File: src/rtl/clint_mtimer.sv
// Machine timer / software-interrupt block: 64-bit mtime with prescaler,
// mtimecmp compare driving a registered mtip, and msip, behind a tiny word-addressed bus.
module clint_mtimer #(
  parameter int unsigned PRESCALE = 1
) (
  input  logic        clk,
  input  logic        rst,
  input  logic        req,
  input  logic        wr_en,
  input  logic [2:0]  addr,
  input  logic [31:0] wdata,
  output logic [31:0] rdata,
  output logic        rdata_valid,
  output logic        mtip,
  output logic        msip
);

  localparam logic [15:0] PSC_LAST = 16'(PRESCALE - 1);

  logic [15:0] psc;
  logic        tick;
  logic [63:0] mtime;
  logic [63:0] mtime_inc;
  logic [63:0] mtimecmp;
  logic        msip_q;
  logic        mtip_q;
  logic        wr;
  logic        rd;
  logic [31:0] rd_mux;
  logic [31:0] rdata_p1;
  logic        vld_p1;

  assign wr        = req & wr_en;
  assign rd        = req & ~wr_en;
  assign tick      = (psc == PSC_LAST);
  assign mtime_inc = mtime + 64'd1;

  always_ff @(posedge clk) begin
    if (rst || tick) psc <= 16'd0;
    else             psc <= psc + 16'd1;
  end

  // A half-word write wins over the increment; the other half holds, no carry.
  always_ff @(posedge clk) begin
    if (rst)                      mtime         <= 64'd0;
    else if (wr && addr == 3'd3)  mtime[31:0]   <= wdata;
    else if (wr && addr == 3'd4)  mtime[63:32]  <= wdata;
    else if (tick)                mtime         <= mtime_inc;
  end

  always_ff @(posedge clk) begin
    if (rst) begin
      mtimecmp <= 64'hFFFF_FFFF_FFFF_FFFF;
      msip_q   <= 1'b0;
      mtip_q   <= 1'b0;
    end else begin
      if (wr && addr == 3'd1) mtimecmp[31:0]  <= wdata;
      if (wr && addr == 3'd2) mtimecmp[63:32] <= wdata;
      if (wr && addr == 3'd0) msip_q          <= wdata[0];
      mtip_q <= (mtime >= mtimecmp);
    end
  end

  always_comb begin
    rd_mux = 32'd0;
    case (addr)
      3'd0:    rd_mux = {31'd0, msip_q};
      3'd1:    rd_mux = mtimecmp[31:0];
      3'd2:    rd_mux = mtimecmp[63:32];
      3'd3:    rd_mux = mtime[31:0];
      3'd4:    rd_mux = mtime[63:32];
      default: rd_mux = 32'd0;
    endcase
  end

  // Stage p1: read response, one cycle after the request.
  always_ff @(posedge clk) begin
    if (rst) begin
      vld_p1   <= 1'b0;
      rdata_p1 <= 32'd0;
    end else begin
      vld_p1   <= rd;
      rdata_p1 <= rd ? rd_mux : 32'd0;
    end
  end

  // Masking with rst keeps a response from surfacing in the cycle reset is raised.
  assign rdata_valid = vld_p1 & ~rst;
  assign rdata       = rdata_valid ? rdata_p1 : 32'd0;
  assign mtip        = mtip_q;
  assign msip        = msip_q;

endmodule

File: config.mk
export PLATFORM = sky130hd
export DESIGN_NAME = clint_mtimer
export DESIGN_NICKNAME = d
export VERILOG_FILES = /design/src/rtl/clint_mtimer.sv
export SDC_FILE = /design/constraint.sdc
export NUM_CORES = 1
export LEC_CHECK = 0
export BUFFER_PORTS_ARGS = -buffer_cell sky130_fd_sc_hd__clkbuf_2
export CELL_PAD_IN_SITES_DETAIL_PLACEMENT = 0
export CELL_PAD_IN_SITES_GLOBAL_PLACEMENT = 1
export CORE_ASPECT_RATIO = 1.2
export CORE_UTILIZATION = 27
export DETAILED_ROUTE_END_ITERATION = 12
export PLACE_DENSITY_LB_ADDON = 0.1
export SETUP_SLACK_MARGIN = 0.3
export SLEW_MARGIN = 25
export SYNTH_ARGS = -nofsm -noshare
export SYNTH_HDL_FRONTEND = slang
export SYNTH_SLANG_ARGS = --single-unit
export TNS_END_PERCENT = 20
File: constraint.sdc
create_clock -name clk -period 2.53 [get_ports clk]
set_clock_uncertainty 0.1 [all_clocks]
set_input_delay 0.1265 -clock clk [delete_from_list [all_inputs] [get_ports clk]]
set_output_delay 0.1265 -clock clk [all_outputs]
set_load 0.03 [all_outputs]
# Word level (Yosys, flattened, before mapping)
# Cells that the tools add are included.
# totals
regBits	179
out_inout_bits	35
# op_classes
n_addsub	2
magnitude_cmp	1
n_eq_ne	5
mux	6
bitwise_logic	7
n_reduce_logical	13
# ops
operator	count
32-bit one-hot mux with 5 select lines	1
32-bit 2-to-1 mux	4
64-bit by 1-bit adder with 64-bit output (second input constant)	1
64-bit >= comparator	1
64-bit 2-to-1 mux	1
16-bit by 1-bit adder with 16-bit output (second input constant)	1
16-bit zero test	1
3-bit by 2-bit == test with 1-bit output (second input constant)	2
1-bit logical AND	5
1-bit NOT	4
2-bit AND reduction	2
2-bit nonzero test	2
1-bit AND	3
3-bit by 1-bit == test with 1-bit output (second input constant)	1
3-bit == test (second input constant)	1
3-bit zero test	1
2-bit != test (second input constant)	1
2-bit OR reduction	1
1-bit logical OR	1

# Depth between registers and ports, before layout
# logic_depth
depth_word	4
depth_mapped	10

# Worst setup path after synthesis
# No wires, ideal clock.
# synth_timing
path_kind	register -> register
from	register mtime[18]
to	register mtime[38]
arrival_ns	2.197
required_ns	2.356
setup_slack_ns	0.159
path_stages_with_launch	8
n_path_buf	1
synth_period_minus_slack_ns	2.371
cell_sequence	dfxtp_1 -> nand4_2 -> or3_1 -> buf_6 -> nor4_4 -> nand2_2 -> or4_1 -> a31oi_1
# synth_between
elab_chain_len	3
# synth_rtl
item	line_no	rtl
start, declared	22	logic [63:0] mtime;
start signal, assigned	46	else if (wr && addr == 3'd3) mtime[31:0] <= wdata;
start signal, assigned	48	else if (tick) mtime <= mtime_inc;
64-bit by 1-bit adder with 64-bit output	36	assign mtime_inc = mtime + 64'd1;
64-bit 2-to-1 mux	48	
32-bit 2-to-1 mux	47	else if (wr && addr == 3'd4) mtime[63:32] <= wdata;
# Every way passes these cells. The select of a mux whose other input is x is not followed.
# A chain may end at the register's enable or synchronous reset.

# Worst setup path in the final report
# layout_timing
from	register psc[2]
to	register mtime[23]
# layout_between
elab_chain_len	3
# layout_rtl
item	line_no	rtl
start, declared	20	logic [15:0] psc;
start signal, assigned	40	else psc <= psc + 16'd1;
16-bit zero test	35	assign tick = (psc == PSC_LAST);
2-bit nonzero test (no line)	-	
2-bit AND reduction (no line)	-	
# Every way passes these cells.

==> key figures <==
Yosys
  • Adder-Cell Fraction of Synth Area: 8.35%
  • Synth area leader: dfxtp_1
  • Post-synth EDFFs: 0
  • Seq/Total Area, Yosys: between 30% and 40%
  • Mux cell area share after synthesis: less than 1%
  • Xor and xnor area share after synthesis: 4.01%
  • Post-Syn Area: between 10000 and 15000 µm²
  • Yosys top cell area share: 35.7%
  • Main combinational cell family by area after synthesis: compound AO/OA/AOI/OAI gates
  • Dominant synthesized flop cell: dfxtp_1
  • Count of different cell masters after synthesis: 59
  • Yosys reg bits: 179
  • Syn_area_per_cell: 8.17 µm²
  • Async SR Flop Fraction: 0%
  • Post-Synth Simple-Gate Area: approximately 22%
  • Ys Warns: 0
  • Synth area leaders: dfxtp_1 36%, ha_1 8.3%, a22oi_1 6.0%
  • Synth Area in Compound Gates: a little under a quarter
  • Syn_nets: around 1300
  • Mapped Cells: 1229

Setup path
  • Crit path buffers/inverters: 3
  • Worst r2r path cells: 9
  • Crit path max fanout: 8
  • WP depth: 9
  • Worst Setup SP: psc[2]
  • Critical path endpoint category: flip-flop
  • CP Launch Type: flip-flop
  • Slowest cell delay on critical path: 0.33 ns
  • Critical path type: flip-flop to flip-flop
  • Crit path DAT: 2.51 ns
  • R2R Path Start: psc[2]
  • Critical path capture point: mtime[23]
  • Critical-path cell with the highest stage delay: dfxtp_2
  • Crit path cell chain: nor4_2, buf_4, nand4_1, buf_6, nor3_4, buf_6, nand4_1, xor2_1, a211oi_1
  • Worst Path Required: 2.81 ns
  • R2R Setup Slk: 0.30 ns
  • Top delay family on crit path: simple AND/OR/NAND/NOR gates
  • Reg-to-Reg End: mtime[23]

Power and ir drop
  • Pwr dens: 471 nW/µm²
  • Clock Power Share: 44.7%
  • Pint: about 4.6 mW
  • Pwr Total: 6.22 mW
  • Psw: 1.63 mW
  • Comb pwr share: between 8 and 9%
  • Max VDD drop: 0.504 mV
  • Switching Share: 26.2%
  • LEAKAGE: between 5 and 6 nW
  • Reg power frac: 46.8%

Clock network
  • Sinks on Clock Net: approximately 180
  • H-Tree Depth: 4
  • Skew-Pair Late Insertion Delay: 0.47 ns
  • CTS tree: done
  • CTS root buf: clkbuf_16
  • Clock-pin slew on the worst setup and hold paths: 0.07 ns
  • Max Root-Sink Buffers: 2
  • TritonCTS Buffers: 17

Timing
  • Setup TNS: 0 ns
  • Post-layout min period: roughly 2.2 ns
  • Max-slew violation count: 0
  • Fmax: around 450 MHz
  • Fin. Hold Viols: 0
  • Tcrit/Tclk final: between 80% and 90%
  • RSZ-0062 raised after global routing: true
  • Slew headroom: 59.1%
  • Slew @ Worst Pin: 0.611 ns
  • Endpoints failing setup: 0

Layout
  • Share of layout cells above drive strength 1: 24.2%
  • Most common cell after layout, fill and taps aside: dfxtp_1
  • Fill cells: around 3900
  • Ant diodes: 0
  • Area Growth Syn to Fin: 31.7%
  • Reg area: 3620 µm²
  • Nets: ~1500
  • Area of the multi-input gates: 6250 µm²
  • Final core occ: 36.0%
  • Most frequent cells in the layout: 155 x dfxtp_1, 144 x buf_4, 124 x nand2_1

Route
  • Wire length per cell: 20.4 µm
  • Vias per cell: 5.18
  • Vias post-DR: between 9000 and 10000
  • DRT antenna net count: 0
  • DRT Pass-1 Iters: 5
  • Final wirelength: 39000 µm
  • Residual DRC: 0
  • DRT iter0 DRCs: 606

GRT
  • Vias in the first global route: 9599
  • Global-route wire length before repair: 59100 µm
  • Global-route usage over all layers: between 20% and 30%
  • Initial antenna violation count: 0
  • Largest net degree at the start of global routing: 77
  • GRT overflow: 0

Die
  • Initial Util: a little over a quarter
  • Core area: 36700 µm²
  • Top-Level Pins: 74
  • Die Wd: 178 µm
  • # rows: 77
  • Die Y-Extent: 213 µm
  • Die ar.: between 30000 and 40000 µm²

Flow run
  • Max Cap Viol: 0

Worst hold path
  • Hold WC Path Type: primary input to flip-flop

Status
  • Status: finished clean

Placement
  • Detailed placement HPWL: 29300 µm
  • GPL Wtd Cong: roughly 0.84
  • Port Buffers: 73
logic make-up after synthesis:
kind of cell    Yosys count
fa+ha+maj                67
compound gates          335
flops                   179
simple gates            437
buf+inv                 158
xor+xnor                 46
mux                       7
power by group through the flow:
stage | Clock, mW | Sequential, mW | Combinational [mW]
after floorplan | 0 | 2.98 | 0.241
after global placement | 0 | 2.97 | 0.486
after detailed placement | 0 | 2.97 | 0.487
after CTS | 2.89 | 2.91 | 0.533
after global routing | 2.97 | 2.92 | 0.585
final | 2.78 | 2.91 | 0.534
synthesized netlist by cell type (19+ instances only):
cell type / n
inv_1: 77
o211ai_1: 74
a21oi_1: 68
o21ai_0: 20
dfxtp_1: 179
nand3_1: 49
nand4_1: 40
nand2_1: 127
ha_1: 67
xnor2_1: 19
a211oi_1: 36
xor2_1: 27
and3_1: 19
a22oi_1: 80
clkbuf_1: 71
and2_1: 39
nor2_1: 78
flip-flops by register name (all words and copies together), names as in the netlist:
signal	cells
mtime	64
psc	16
mtimecmp	64
msip	1
mtip	1
rdata_p1	32
vld_p1	1
worst min-delay path by stage:
stage / endpoint / from / slack [ns] / cells after the start
final: msip / addr[2] / 0.08 / 5
after global routing: msip / addr[2] / 0.12 / 5
after CTS: msip / addr[2] / 0.07 / 5
after detailed placement: vld_p1 / wr_en / 0.25 / 2
after global placement: vld_p1 / wr_en / 0.25 / 2
after floorplan: vld_p1 / wr_en / 0.12 / 1
through the flow:
stage | setup WS (ns) | hold slack [ns] | instances | cell area (µm²)
after floorplan | 0.244 | 0.115 | 1229 | 10100
after global routing | 0.218 | 0.120 | 1910 | 13200
after detailed placement | 0.0471 | 0.255 | 1834 | 11800
after global placement | 0.133 | 0.254 | 1834 | 11800
final | 0.300 | 0.0828 | 1910 | 13200
after CTS | 0.256 | 0.0691 | 1905 | 12900
layout make-up:
class / count / share of cell area, %
inverter: 77 / 2.19
multi-input combinational: 892 / 47.3
timing repair buffer: 257 / 14.2
sequential: 179 / 27.4
clock inverter: 11 / 0.984
tap: 474 / 4.49
clock buffer: 20 / 3.45
worst reg2reg max path, stage by stage, from the launching register on:
cell,delay [ns]
dfxtp_2,0.33
nor4_2,0.26
buf_4,0.15
nand4_1,0.13
buf_6,0.21
nor3_4,0.27
buf_6,0.17
nand4_1,0.13
xor2_1,0.17
a211oi_1,0.22
layer usage:
metal,track usage (%),vias to the layer above,wire length [µm]
li1,-,4907,-
met4,8.10,0,1030
met2,35.9,178,19100
met3,2.88,43,1130
met1,26.4,4770,17800
met5,0,-,0
repair_timing:
item | CTS | global route
hold endpoints to repair | 119 | 0
setup endpoints to repair | 50 | 50
pin swaps | 7 | 29
resized for setup | 33 | 65
cloned | 1 | 0
hold buffers | 34 | 0
buffers inserted | 5 | 5
(Power assumes the default switching activity.)
